$ cat src/rtl/mac_sequencer.sv
// rtl/mac_sequencer.sv - pin-level sequencer for the serial MAC accelerator
// Optional feature macro MAC_SEQ_AUTOREAD_EN: a MAC request is followed by an automatic READ.
module mac_sequencer #(
    parameter int WIDTH       = 16,
    parameter int HALF_PERIOD = 4
) (
    input  logic               clk,
    input  logic               reset,
    input  logic               req_valid,
    output logic               req_ready,
    input  logic [1:0]         req_op,
    input  logic [WIDTH-1:0]   req_a,
    input  logic [WIDTH-1:0]   req_b,
    output logic               rsp_valid,
    output logic [2*WIDTH-1:0] rsp_data,
    output logic [1:0]         mac_cmd,
    output logic               mac_clk,
    output logic               mac_din,
    input  logic               mac_dout
);
    localparam int ACC_W  = 2 * WIDTH;
    localparam int PERIOD = 2 * HALF_PERIOD;
    localparam int PH_W   = $clog2(PERIOD);
    localparam int BIT_W  = $clog2(ACC_W);
    localparam logic [PH_W-1:0]  PH_LAST   = PH_W'(PERIOD - 1);
    localparam logic [PH_W-1:0]  PH_HIGH   = PH_W'(HALF_PERIOD);
    localparam logic [PH_W-1:0]  PH_SAMPLE = PH_W'(HALF_PERIOD - 1);
    localparam logic [BIT_W-1:0] BIT_LAST  = BIT_W'(ACC_W - 1);

    localparam logic [1:0] CMD_RST   = 2'b00;
    localparam logic [1:0] CMD_SHIFT = 2'b01;
    localparam logic [1:0] CMD_LOAD  = 2'b10;
    localparam logic [1:0] CMD_SUM   = 2'b11;

    typedef enum logic [2:0] {S_IDLE, S_CLR, S_SHIFT_AB, S_LOAD, S_READ, S_DONE} state_t;

    state_t             state_q, state_d;
    logic [PH_W-1:0]    ph_q, ph_d;
    logic [BIT_W-1:0]   bit_q, bit_d;
    logic [ACC_W-1:0]   ab_q, ab_d;
    logic [ACC_W-1:0]   cap_q, cap_d;
    logic [1:0]         sync_q, sync_d;
    logic               req_ready_q, req_ready_d;
    logic               rsp_valid_q, rsp_valid_d;
    logic [ACC_W-1:0]   rsp_data_q, rsp_data_d;
    logic [1:0]         mac_cmd_q, mac_cmd_d;
    logic               mac_clk_q, mac_clk_d;
    logic               mac_din_q, mac_din_d;
    logic               period_end;
    logic               busy_d;

    always_comb begin
        state_d    = state_q;
        ph_d       = ph_q;
        bit_d      = bit_q;
        ab_d       = ab_q;
        cap_d      = cap_q;
        sync_d     = {sync_q[0], mac_dout};
        period_end = (ph_q == PH_LAST);

        if (state_q != S_IDLE && state_q != S_DONE) begin
            ph_d  = period_end ? '0 : ph_q + PH_W'(1);
            bit_d = period_end ? bit_q + BIT_W'(1) : bit_q;
        end

        case (state_q)
            S_IDLE: begin
                if (req_valid) begin
                    ab_d = {req_a, req_b};
                    case (req_op)
                        2'b00:   state_d = S_CLR;
                        2'b01:   state_d = S_SHIFT_AB;
                        2'b10:   state_d = S_READ;
                        default: state_d = S_DONE;
                    endcase
                end
            end
            S_CLR:      if (period_end) state_d = S_DONE;
            S_SHIFT_AB: if (period_end && bit_q == BIT_LAST) state_d = S_LOAD;
            S_LOAD: begin
                if (period_end) begin
`ifdef MAC_SEQ_AUTOREAD_EN
                    state_d = S_READ;
`else
                    state_d = S_DONE;
`endif
                end
            end
            S_READ: begin
                // Accelerator rotates on the rising edge; sample just before it.
                if (ph_q == PH_SAMPLE) cap_d = {cap_q[ACC_W-2:0], sync_q[1]};
                if (period_end && bit_q == BIT_LAST) state_d = S_DONE;
            end
            S_DONE:  state_d = S_IDLE;
            default: state_d = S_IDLE;
        endcase

        if (state_d != state_q) begin
            ph_d  = '0;
            bit_d = '0;
        end

        // Pin outputs derive from the next state, so they change only when a period restarts.
        busy_d = (state_d == S_CLR) || (state_d == S_SHIFT_AB) ||
                 (state_d == S_LOAD) || (state_d == S_READ);
        mac_clk_d = busy_d && (ph_d >= PH_HIGH);
        case (state_d)
            S_CLR:      mac_cmd_d = CMD_RST;
            S_SHIFT_AB: mac_cmd_d = CMD_SHIFT;
            S_LOAD:     mac_cmd_d = CMD_LOAD;
            default:    mac_cmd_d = CMD_SUM;
        endcase
        mac_din_d   = (state_d == S_SHIFT_AB) ? ab_d[bit_d] : 1'b0;
        req_ready_d = (state_d == S_IDLE);
        rsp_valid_d = (state_q == S_READ) && (state_d == S_DONE);
        rsp_data_d  = rsp_valid_d ? cap_q : rsp_data_q;
    end

    always_ff @(posedge clk) begin
        if (reset) begin
            state_q     <= S_IDLE;
            ph_q        <= '0;
            bit_q       <= '0;
            ab_q        <= '0;
            cap_q       <= '0;
            sync_q      <= '0;
            req_ready_q <= 1'b1;
            rsp_valid_q <= 1'b0;
            rsp_data_q  <= '0;
            mac_cmd_q   <= CMD_SUM;
            mac_clk_q   <= 1'b0;
            mac_din_q   <= 1'b0;
        end else begin
            state_q     <= state_d;
            ph_q        <= ph_d;
            bit_q       <= bit_d;
            ab_q        <= ab_d;
            cap_q       <= cap_d;
            sync_q      <= sync_d;
            req_ready_q <= req_ready_d;
            rsp_valid_q <= rsp_valid_d;
            rsp_data_q  <= rsp_data_d;
            mac_cmd_q   <= mac_cmd_d;
            mac_clk_q   <= mac_clk_d;
            mac_din_q   <= mac_din_d;
        end
    end

    assign req_ready = req_ready_q;
    assign rsp_valid = rsp_valid_q;
    assign rsp_data  = rsp_data_q;
    assign mac_cmd   = mac_cmd_q;
    assign mac_clk   = mac_clk_q;
    assign mac_din   = mac_din_q;
endmodule

$ cat config.mk
export PLATFORM = sky130hd
export DESIGN_NAME = mac_sequencer
export DESIGN_NICKNAME = d
export VERILOG_FILES = /design/src/rtl/mac_sequencer.sv
export SDC_FILE = /design/constraint.sdc
export NUM_CORES = 1
export LEC_CHECK = 0
export CAP_MARGIN = 0
export CORE_ASPECT_RATIO = 0.75
export CORE_MARGIN = 2
export CORE_UTILIZATION = 57
export CTS_CLUSTER_DIAMETER = 150
export DETAILED_ROUTE_END_ITERATION = 6
export DONT_BUFFER_PORTS = 1
export HOLD_SLACK_MARGIN = 0.15
export PLACE_DENSITY_LB_ADDON = 0.08
export SKIP_CTS_REPAIR_TIMING = 1
export SYNTH_ARGS = -nofsm -noshare
export SYNTH_HDL_FRONTEND = slang
export SYNTH_SLANG_ARGS = --single-unit
$ cat constraint.sdc
create_clock -name clk -period 3.4 [get_ports clk]
set_input_delay 0.68 -clock clk [delete_from_list [all_inputs] [get_ports clk]]
set_output_delay 0.68 -clock clk [all_outputs]
set_load 0.05 [all_outputs]
# Word-level counts from Yosys, hierarchy flattened
# Index checks and enable logic that the tools add are counted.
[totals] ff_bits=115 latch_bits=0 ramBits=0 rom_bits=0 in_bits=38 out_inout_bits=38 mem_count=0
[classes] addsub=2 n_mul=0 div_mod_pow=0 n_lt_le_gt_ge=2 eq_ne=16 shifts=0 muxes=17 n_bitwise=1 reduce_logical=14
[op_table] operator="2-to-1 mux 32 bit" n=2
[op_table] operator="2-to-1 mux 3 bit" n=7
[op_table] operator="equality test 3 x 2 -> 1 bit, second input constant" n=5
[op_table] operator="2-to-1 mux 5 bit" n=3
[op_table] operator="equality test 3 bit, second input constant" n=4
[op_table] operator="case mux 3 bit (4 select lines)" n=1
[op_table] operator="case mux 3 bit (3 select lines)" n=1
[op_table] operator="equality test 3 x 1 -> 1 bit, second input constant" n=2
[op_table] operator="zero test 3 bit" n=2
[op_table] operator="< comparator 5 x 6 -> 1 bit, second input constant" n=1
[op_table] operator="case mux 2 bit (3 select lines)" n=1
[op_table] operator="adder 5 x 1 -> 5 bit, second input constant" n=1
[op_table] operator="binary-select mux 1 bit (select 5 bit)" n=1
[op_table] operator="equality test 5 bit, second input constant" n=1
[op_table] operator="logical AND 1 bit" n=4
[op_table] operator="OR reduction 2 bit" n=2
[op_table] operator="adder 3 x 1 -> 3 bit, second input constant" n=1
[op_table] operator=">= comparator 3 bit, second input constant" n=1
[op_table] operator="logical OR 1 bit" n=3
[op_table] operator="!= test 3 bit" n=1
[op_table] operator="!= test 3 bit, second input constant" n=1
[op_table] operator="nonzero test 3 bit" n=1
[op_table] operator="equality test 2 x 1 -> 1 bit, second input constant" n=1
[op_table] operator="equality test 2 bit, second input constant" n=1
[op_table] operator="other kinds (4)" n=4

# Logic depth before layout (Yosys ltp)
# Gate-level depths: netlist of the first run.
[depth] word_depth=9 ltp_mapped=11 mapped_depth_nobuf=10

# Least setup slack after synthesis of the first run
# No wires, ideal clock.
[synth_timing] path_type="in2reg" start="input req_op[0]" end="register mac_din_q (netlist: mac_din)" arrival_ns=2.362 t_required_ns=3.268 path_slack_ns=0.906 path_stages=8 n_path_buf=0 path_cell_list="inv_1 > ha_1 > nor4_1 > o211ai_2 > or2_2 > o311a_1 > a211oi_2 > a211oi_2"
[synth_between] elab_chain_cells=8 elab_cells_between_ends=13 classes_between="eq/ne (4); mux (6); bitwise (1); reduce/logical (2)"
[synth_rtl] element="start: declaration" line_no="11" rtl="input logic [1:0] req_op,"
[synth_rtl] element="equality test 2 bit, or another cell as far along" line_no="70" rtl="case (req_op)"
[synth_rtl] element="case mux 3 bit (3 select lines) (*)" line_no="70"
[synth_rtl] element="2-to-1 mux 3 bit (*)" line_no="68" rtl="if (req_valid) begin"
[synth_rtl] element="case mux 3 bit (4 select lines) (*)" line_no="66" rtl="case (state_q)"
[synth_rtl] element="!= test 3 bit" line_no="98" rtl="if (state_d != state_q) begin"
[synth_rtl] element="2-to-1 mux 5 bit" line_no="98"
[synth_rtl] element="binary-select mux 1 bit (select 5 bit)" line_no="113" rtl="mac_din_d = (state_d == S_SHIFT_AB) ? ab_d[bit_d] : 1'b0;"
[synth_rtl] element="2-to-1 mux 1 bit (not written as such)" line_no="113"
[synth_rtl] element="end signal: assignment" line_no="145" rtl="mac_din_q <= mac_din_d;"
[synth_rtl] element="end: declaration" line_no="48" rtl="logic mac_din_q, mac_din_d;"
# Every way passes the cells marked *; elsewhere a longest branch is shown, timed or not. The select of a mux whose other input is x is not followed.
# A chain may end at the register's enable or synchronous reset.

# Worst setup path in the final report of the first run
[layout_timing] start="register ph_q[0]" end="register mac_din_q (netlist: mac_din)"
[layout_between] elab_chain_cells=8 elab_cells_between_ends=15 classes_between="eq/ne (3); mux (9); bitwise (1); reduce/logical (2)"
[layout_rtl] element="start: declaration" line_no="38" rtl="logic [PH_W-1:0] ph_q, ph_d;"
[layout_rtl] element="start signal: assignment" line_no="135" rtl="ph_q <= ph_d;"
[layout_rtl] element="equality test 3 bit (*)" line_no="59" rtl="period_end = (ph_q == PH_LAST);"
[layout_rtl] element="logical AND 1 bit" line_no="79, 92"
[layout_rtl] element="2-to-1 mux 3 bit, on equally long branches" line_no="92, 79"
[layout_rtl] element="case mux 3 bit (4 select lines)" line_no="66"
[layout_rtl] element="!= test 3 bit" line_no="98"
[layout_rtl] element="2-to-1 mux 5 bit" line_no="98"
[layout_rtl] element="binary-select mux 1 bit (select 5 bit)" line_no="113"
[layout_rtl] element="2-to-1 mux 1 bit (not written as such)" line_no="113"
# Marked as above.

==> metrics.txt, run 1 <==
Die H=84.95 um; most frequent cells in the layout=163 x nand2_1, 115 x dfxtp_1, 86 x a21oi_1; Setup WS pre-CTS=~0.66 ns; clock slew at reported path FFs=0.05 ns; routed vias=4129; CP startpoint kind=flop; initial core utilization=between 50% and 60%; Routed WL=11220 um; WP buf/inv=0; pwr dens=about 600 nW/um2; clk_lat worst skew=between 0.4 and 0.5 ns; die area=9508 um2; post-route antenna net violation count=0; min-delay worst type=in -> reg; most common cell after layout, fill and taps aside=nand2_1; Clock Path Buffers=2; leakage=~2.0 nW; largest net degree at the start of global routing=106; syn_nets=between 600 and 700; Synth Cell Area=4980 um2; status=completed; worst vdd ir=0.4436 mV; fin crit share=between 80% and 90%; number of global-route vias before repair=between 3000 and 4000; Via density=approximately 5.8; Top delay family on crit path=compound AO/OA/AOI/OAI gates; Clock Root Buffer=clkbuf_16; critical-path cell list=ha_1 > ha_1 > and2_1 > a2111oi_1 > or2_2 > a32oi_1 > and3_1 > a211oi_2 > a211oi_2; crit end category=flop; RSZ-0062 raised after global routing=false; Max stage delay on crit path=about 0.7 ns; Synth Register Bits=roughly 120; Setup Skew=0.01001 ns; Tmin final=around 2.8 ns; Detailed Place HPWL=between 7000 and 8000 um; Worst Path Arrival=around 3 ns; Tot Pwr=~3.3 mW; clk sinks=115; Synth Flop Type=dfxtp_1; Die W=~110 um; GP Congestion=just over 0.9; synthesized instance count=between 600 and 700; post-route design area=roughly 5500 um2; Slew HR=49.88%; Tightest Pin Transition=approximately 0.75 ns; row cnt=29; Synth warnings=0; drt drc=0; Setup Viol. Count Final=0; first-pass GRT wire length=18460 um; P&R area growth vs syn=11.03%; Worst EP required=3.68 ns; Post-synth EDFFs=0; Setup CP Type=reg -> reg; global route overflow=0; drt wl/cell=15.78 um; Final Slew Violations=0; PnR worst setup slack=around 0.59 ns; ratio of cells with drive above 1 in the final layout=a little under a tenth; fmax=around 0.36 GHz; fraction of registers with async set or reset after synthesis=0%; nets@finish=about 640; Critical Path Slowest Stage Cell=a2111oi_1; drt first pass iters=5; Avg Synthesized Cell Area=8.217 um2; Max-cap violations=0; Final Hold Fails=0; TNS Setup=0 ns; # port buffers=0; Critical Path Fanout Max=7; initial antenna violation count=0; Core Footprint=between 8000 and 9000 um2; overall global routing resource usage=24.24%; Cell Area, Placed=approximately 5000 um2; Yosys cell types=65; CTS H-tree depth=4; CTS tree=yes; drt initial violations=roughly 310; number of CTS-inserted buffers=17; n_diodes=0; Top Ports=76; register area share after synthesis=a little under half
## Yosys cell counts (5+ instances only)
cell / n / area (um2)
a211oi_1: 8 / 60.06
a21oi_1: 86 / 430.4
and2_1: 5 / 31.28
and3_1: 9 / 56.30
buf_2: 5 / 25.02
clkbuf_1: 34 / 127.6
dfxtp_1: 115 / 2302
ha_1: 8 / 100.1
inv_1: 8 / 30.03
mux2i_1: 23 / 230.2
nand2_1: 163 / 611.8
nand3_1: 7 / 35.03
nor2_1: 35 / 131.4
nor2b_1: 7 / 43.79
o211ai_1: 6 / 45.04
o21ai_0: 14 / 70.07
## worst register-to-register path: cells and delay by family, from the launching register on
family	cells	cell delay, ns
and+or+nand+nor	3	0.74
AOI/OAI and AO/OA	4	1.15
DFF	1	0.32
adders and majority gates	2	0.49
## final timing paths
kind         startpoint           end  slack [ns]  cells after the start
min               reset  rsp_data[25]        0.36                      1
max             ph_q[0]       mac_din        0.59                      9
min reg2reg   sync_q[0]     sync_q[1]        0.43                      1
max reg2reg     ph_q[0]       mac_din        0.59                      9
## report_power, final
part	internal [mW]	switching, mW	leakage (nW)	total, mW
clock	0.977	0.590	0.262	1.57
sequential	1.40	0.0649	0.933	1.47
combinational	0.109	0.166	0.791	0.275
## metal layers
| metal | wire (um) | vias up | global-route usage [%] |
|---|---|---|---|
| met5 | 0 | - | 0 |
| met4 | 145 | 0 | 8.426 |
| met3 | 874 | 16 | 7.143 |
| met2 | 4551 | 144 | 32.23 |
| met1 | 5650 | 1915 | 37.09 |
| li1 | - | 2054 | - |
## state kept, by name (all words and copies together) (netlist names)
name       count
ph_q           3
ab_q          32
bit_q          5
rsp_valid      1
sync_q         2
mac_cmd        2
mac_din        1
req_ready      1
rsp_data      32
state_q        3
mac_clk        1
cap_q         32
## cell families after synthesis
logic type | Yosys count | share of synthesized area (%)
xor gates and xnor gates | 5 | 1.030
muxes | 26 | 5.528
DFF | 115 | 46.23
buffers and inverters | 52 | 4.573
adders and majority gates | 8 | 2.010
and+or+nand+nor | 249 | 21.68
AOI/OAI and AO/OA | 151 | 18.95
## final cells by class
type / count / area, um2
multi-input combinational: 439 / 2455
tap: 108 / 135.1
fill: 708 / 2925
sequential: 115 / 2302
clock inverter: 9 / 57.56
timing repair buffer: 10 / 75.07
clock buffer: 22 / 474.2
inverter: 8 / 30.03
## through the flow
stage / util (%) / hold WS [ns] / instances
after detailed placement: 59.11 / 0.4212 / 680
after CTS: 65.40 / 0.3347 / 711
after floorplan: - / 0.4138 / 606
final: 65.40 / 0.3553 / 711
after global routing: 65.40 / 0.3336 / 711
after global placement: 59.11 / 0.4170 / 680
Note: power is estimated with default switching activity, not from simulation.
==> run 2: changes to the inputs <==
Clock period 3.4 ns to 2.7 ns, I/O delays scaled along.
==> run 2 against run 1 <==
  * Hold slack worse by 0.15 ns
  * Combinational power up 46%
  * Global-route usage up 1.7 points
  * Sequential power up 25%
  * Wire length up 6.4%
  * Critical path depth up 1
  * Largest cell class unchanged
==> metrics.txt, run 2 (synthesized netlist as in run 1, its figures left out) <==
status=completed; die area=9508 um2 (unchanged); CP startpoint kind=flop; CTS H-tree depth=4 (unchanged); Final Slew Violations=0 (unchanged); initial core utilization=58.90% (unchanged); Setup Skew=0.008315 ns (-0.001697 ns); worst reg-to-reg setup slack=0.17 ns (-0.42 ns); n_diodes=0 (unchanged); drt first pass iters=5 (unchanged); fin crit share=93.83% (+11 points); drt wl/cell=16.49 um (+4.5%); row cnt=29 (unchanged); clock slew at reported path FFs=0.06 ns (about the same); pwr dens=758.9 nW/um2 (+27%); clk sinks=115 (unchanged); P&R area growth vs syn=14.37%; Die W=111.9 um (unchanged); Max-cap violations=0 (unchanged); worst vdd ir=0.6026 mV (+36%); Via density=5.753 (-0.94%); hold path startpoint=reset; drt initial violations=284 (-6.9%); Routed WL=11940 um (+6.4%); Min Hold Slack=0.2005 ns (-0.1548 ns); CTS tree=yes; RR Endpoint=mac_din; Worst Hold End=rsp_data[19]; post-route antenna net violation count=0 (unchanged); fmax=0.3947 GHz (+11%); Worst EP required=3.02 ns (-0.66 ns); Tightest Pin Transition=1.144 ns (+0.3938 ns); Detailed Place HPWL=8171 um (+8.7%); Setup WS pre-CTS=0.02008 ns (-0.6364 ns); clk_lat worst skew=0.40 ns (about the same); Cell Area, Placed=5112 um2 (+2.3%); Critical Path Fanout Max=7 (unchanged); Post-Place Cells=692 (+1.8%); post-route design area=5695 um2 (+3.0%); Clock Root Buffer=clkbuf_16; number of CTS-inserted buffers=17 (unchanged); Slew HR=23.76% (-26 points); worst hold path cell count=1 (unchanged); leakage=2.067 nW (+4.1%); ratio of cells with drive above 1 in the final layout=12.01% (+2.6 points); routed vias=4165 (+0.87%); crit end category=flop; nets@finish=649 (+1.9%); Core Footprint=8454 um2 (unchanged); Tmin final=2.533 ns (-0.2785 ns); final std cells w/o fill=724 (+1.8%); min-delay worst type=in -> reg; Worst Path Arrival=2.86 ns (-0.23 ns); Clock Path Buffers=2 (unchanged); PnR worst setup slack=0.1666 ns (-0.4215 ns); most frequent cells in the layout=163 x nand2_1, 115 x dfxtp_1, 85 x a21oi_1; Setup CP Type=reg -> reg; Tot Pwr=4.322 mW (+31%); initial antenna violation count=0 (unchanged); most common cell after layout, fill and taps aside=nand2_1; drt drc=0 (unchanged); Setup Viol. Count Final=0 (unchanged); Fillers=750 (+5.9%); Reg2Reg Depth=10 (+1); GP Congestion=0.9037 (-2.4%); largest net degree at the start of global routing=106 (unchanged); number of global-route vias before repair=4018 (+8.9%); Die H=84.95 um (unchanged); first-pass GRT wire length=19880 um (+7.7%); # port buffers=0 (unchanged); global route overflow=0 (unchanged); overall global routing resource usage=25.97% (+1.7 points); worst r2r src=bit_q[0]; Top Ports=76 (unchanged); Final Hold Fails=0 (unchanged)
[run 2: cell count changes in the layout (fill, tap and decap cells not counted), moves of 2 or more]
cell / change
buf_4: +10
buf_12: +2
clkinv_2: -2
clkbuf_8: -3
clkinv_4: +4
[run 2: where the power goes]
| group | leakage, nW | switching (mW) | total (mW) | internal (mW) |
|---|---|---|---|---|
| registers | 0.933 | 0.0730 | 1.84 | 1.77 |
| clock network | 0.272 | 0.809 | 2.08 | 1.27 |
| logic | 0.862 | 0.235 | 0.401 | 0.166 |
[run 2: through the flow]
stage,setup TNS (ns),utilization [%]
final,0,67.37
after global routing,-0.009587,67.37
after CTS,-0.01220,67.12
after detailed placement,0,60.47
after global placement,0,60.47
after floorplan,0,-
[run 2: worst max-delay path by stage]
| stage | from | to | slack, ns |
|---|---|---|---|
| after detailed placement | ph_q[0] | mac_din | 0.02 |
| after floorplan | ph_q[0] | mac_din | 0.22 |
| after global routing | bit_q[1] | mac_din | -0.01 |
| after global placement | ph_q[0] | mac_din | 0.1 |
| final | bit_q[0] | mac_din | 0.17 |
| after CTS | ph_q[0] | mac_din | -0.01 |
[run 2: metal layers]
metal,global-route usage (%),part of all wire [%],wire length [um]
met5,0,0,0
met4,8.537,0.65,78
met3,6.786,5.7,686
met2,37.47,43,5167
met1,38.07,50,6006
[run 2: cell type report]
class,instances,area (um2),share of cell area [%]
clock buffer,18,429.2,7.535
clock inverter,14,132.6,2.329
inverter,8,30.03,0.5272
multi-input combinational,439,2476,43.48
sequential,115,2302,40.42
tap,108,135.1,2.373
timing repair buffer,22,190.2,3.339
[run 2: critical path, cell delays in order (launching register included)]
cell and delay [ns]:
dfxtp_1 0.31, ha_1 0.27, and3_1 0.22, ha_1 0.23
nand3_1 0.19, o211ai_2 0.19, nor2_4 0.24, nand4_1 0.18
o31ai_1 0.35, nor4_2 0.09, a211oi_2 0.19
==> run 3: changes to the inputs <==
Settings changed: ABC_CLOCK_PERIOD_IN_PS set to 2700, REMOVE_ABC_BUFFERS set to 1.
==> run 3 against run 2 <==
  * Final cell count increased by 0.83%
  * Flip-flop and latch count did not move
  * Clock skew is essentially flat
  * Sequential share of layout area is 0.85 points lower
  * Register-to-register slack worse by 0.05 ns
  * Global-route usage grew 0.54 points
  * Power is 7.2% higher
==> metrics.txt, run 3 (synthesized netlist as in run 1, its figures left out) <==
ratio of cells with drive above 1 in the final layout=13.50% (+1.5 points); Core Footprint=8454 um2 (unchanged); n_diodes=0 (unchanged); overall global routing resource usage=26.50% (+0.54 points); Critical Path Slowest Stage Cell=a211o_2; P&R area growth vs syn=16.88%; RSZ-0062 raised after global routing=false; Reg2Reg Depth=9 (-1); Via density=5.723 (-0.51%); first-pass GRT wire length=19820 um (-0.28%); number of global-route vias before repair=3891 (-3.2%); Sw Pwr=1.116 mW (about the same); RR Endpoint=mac_din; Tightest Pin Transition=1.146 ns (+0.002482 ns); Detailed Place HPWL=7978 um (-2.4%); worst r2r src=ph_q[0]; CTS H-tree depth=4 (unchanged); Top Ports=76 (unchanged); fmax=0.3873 GHz (-1.9%); fin crit share=95.62% (+1.8 points); pwr dens=796.2 nW/um2 (+4.9%); Setup CP Type=reg -> reg; status=completed; number of CTS-inserted buffers=17 (unchanged); initial antenna violation count=0 (unchanged); Worst EP required=2.99 ns (-0.03 ns); critical-path cell list=ha_1 > ha_1 > and2_1 > a211o_2 > nand2_1 > mux4_2 > o311a_1 > a211oi_2 > a211oi_2; most frequent cells in the layout=163 x nand2_1, 114 x dfxtp_1, 86 x a21oi_1; most common cell after layout, fill and taps aside=nand2_1; Die W=111.9 um (unchanged); clk_lat worst skew=0.42 ns (+0.02 ns); Reg area=2303 um2 (about the same); Setup Viol. Count Final=0 (unchanged); Die H=84.95 um (unchanged); Max stage delay on crit path=0.42 ns (+0.07 ns); Post-Place Cells=698 (+0.87%); drt first pass iters=5 (unchanged); min-delay worst type=in -> reg; drt drc=0 (unchanged); die area=9508 um2 (unchanged); post-route antenna net violation count=0 (unchanged); drt wl/cell=16.47 um (-0.11%); Fillers=651 (-13%); clock share of power=51.4% (+3.2 points); clk sinks=115 (unchanged); final std cells w/o fill=730 (+0.83%); Slew HR=23.59% (-0.17 points); GP Congestion=0.8529 (-5.6%); Clock Root Buffer=clkbuf_16; Tot Pwr=4.634 mW (+7.2%); # port buffers=0 (unchanged); Tmin final=2.582 ns (+0.04830 ns); leakage=2.133 nW (+3.2%); routed vias=4178 (+0.31%); nets@finish=655 (+0.92%); Worst Path Arrival=2.87 ns (about the same); worst vdd ir=0.6434 mV (+6.8%); Final Hold Fails=0 (unchanged); row cnt=29 (unchanged); worst hold path cell count=1 (unchanged); crit end category=flop; CTS tree=yes; Worst Hold End=ab_q[11]; clock slew at reported path FFs=0.06 ns (about the same); Final Util=68.85% (+1.5 points); global route overflow=0 (unchanged); initial core utilization=58.90% (unchanged); hold path startpoint=reset; drt initial violations=382 (+35%); Logic pwr share=8.9% (-0.4 points); Routed WL=12020 um (+0.72%); Final Slew Violations=0 (unchanged); Internal=3.518 mW (+9.8%); Sw Ratio=24.09% (-1.8 points); worst reg-to-reg setup slack=0.12 ns (-0.05 ns); Clock Path Buffers=2 (unchanged); Max-cap violations=0 (unchanged); Sequential Power Share=39.8% (-2.7 points); CP startpoint kind=flop; Setup Skew=0.008015 ns (-0.0002997 ns); largest net degree at the start of global routing=106 (unchanged); Multi-input gate area=2477 um2 (about the same); Critical Path Fanout Max=12 (+5)
-- run 3: worst max-delay path, delay by kind of cell, from the launching register on --
kind,cells,cell delay [ns]
flops,1,0.32
simple gates,2,0.35
mux,1,0.30
compound gates,4,1.02
fa+ha+maj,2,0.45
-- run 3: area by class of cell --
cell class                      instances  area share [%]
Clock inverter                         10           2.494
Tap cell                              108           2.322
Clock buffer                           22           8.491
Timing Repair Buffer                   28           4.041
Sequential cell                       115           39.57
Multi-Input combinational cell        439           42.56
Inverter                                8          0.5159
-- run 3: how the worst max path moves through the flow --
stage / startpoint / cells past startpoint / end
after detailed placement: ph_q[0] / 11 / mac_din
after global routing: ph_q[0] / 10 / mac_din
final: ph_q[0] / 9 / mac_din
after global placement: ph_q[0] / 11 / mac_din
after floorplan: state_q[0] / 5 / mac_din
after CTS: ph_q[0] / 11 / mac_din
-- run 3: power by group through the flow --
| stage | sequential (mW) | combinational (mW) | clock, mW |
|---|---|---|---|
| after floorplan | 1.87 | 0.272 | 0 |
| after global placement | 1.88 | 0.395 | 0 |
| after detailed placement | 1.88 | 0.398 | 0 |
| after CTS | 1.84 | 0.406 | 2.41 |
| after global routing | 1.85 | 0.453 | 2.49 |
| final | 1.84 | 0.412 | 2.38 |
-- run 3: stage by stage --
| step | setup WS (ns) | setup TNS, ns | instance area (um2) | hold slack, ns |
|---|---|---|---|---|
| floorplan | -0.5278 | -17.31 | 4782 | 0.4113 |
| global placement | 0.1027 | 0 | 5157 | 0.4184 |
| detailed placement | 0.07190 | 0 | 5157 | 0.4242 |
| CTS | 0.04356 | 0 | 5797 | 0.1758 |
| global route | 0.01684 | 0 | 5821 | 0.1757 |
| finish | 0.1183 | 0 | 5821 | 0.1879 |
-- run 3: routing by layer --
metal / wire length [um] / track usage [%] / part of all wire (%)
met1: 6027 / 37.82 / 50
met4: 172 / 9.756 / 1.4
met5: 0 / 0 / 0
met3: 691 / 8.214 / 5.7
met2: 5133 / 38.02 / 43
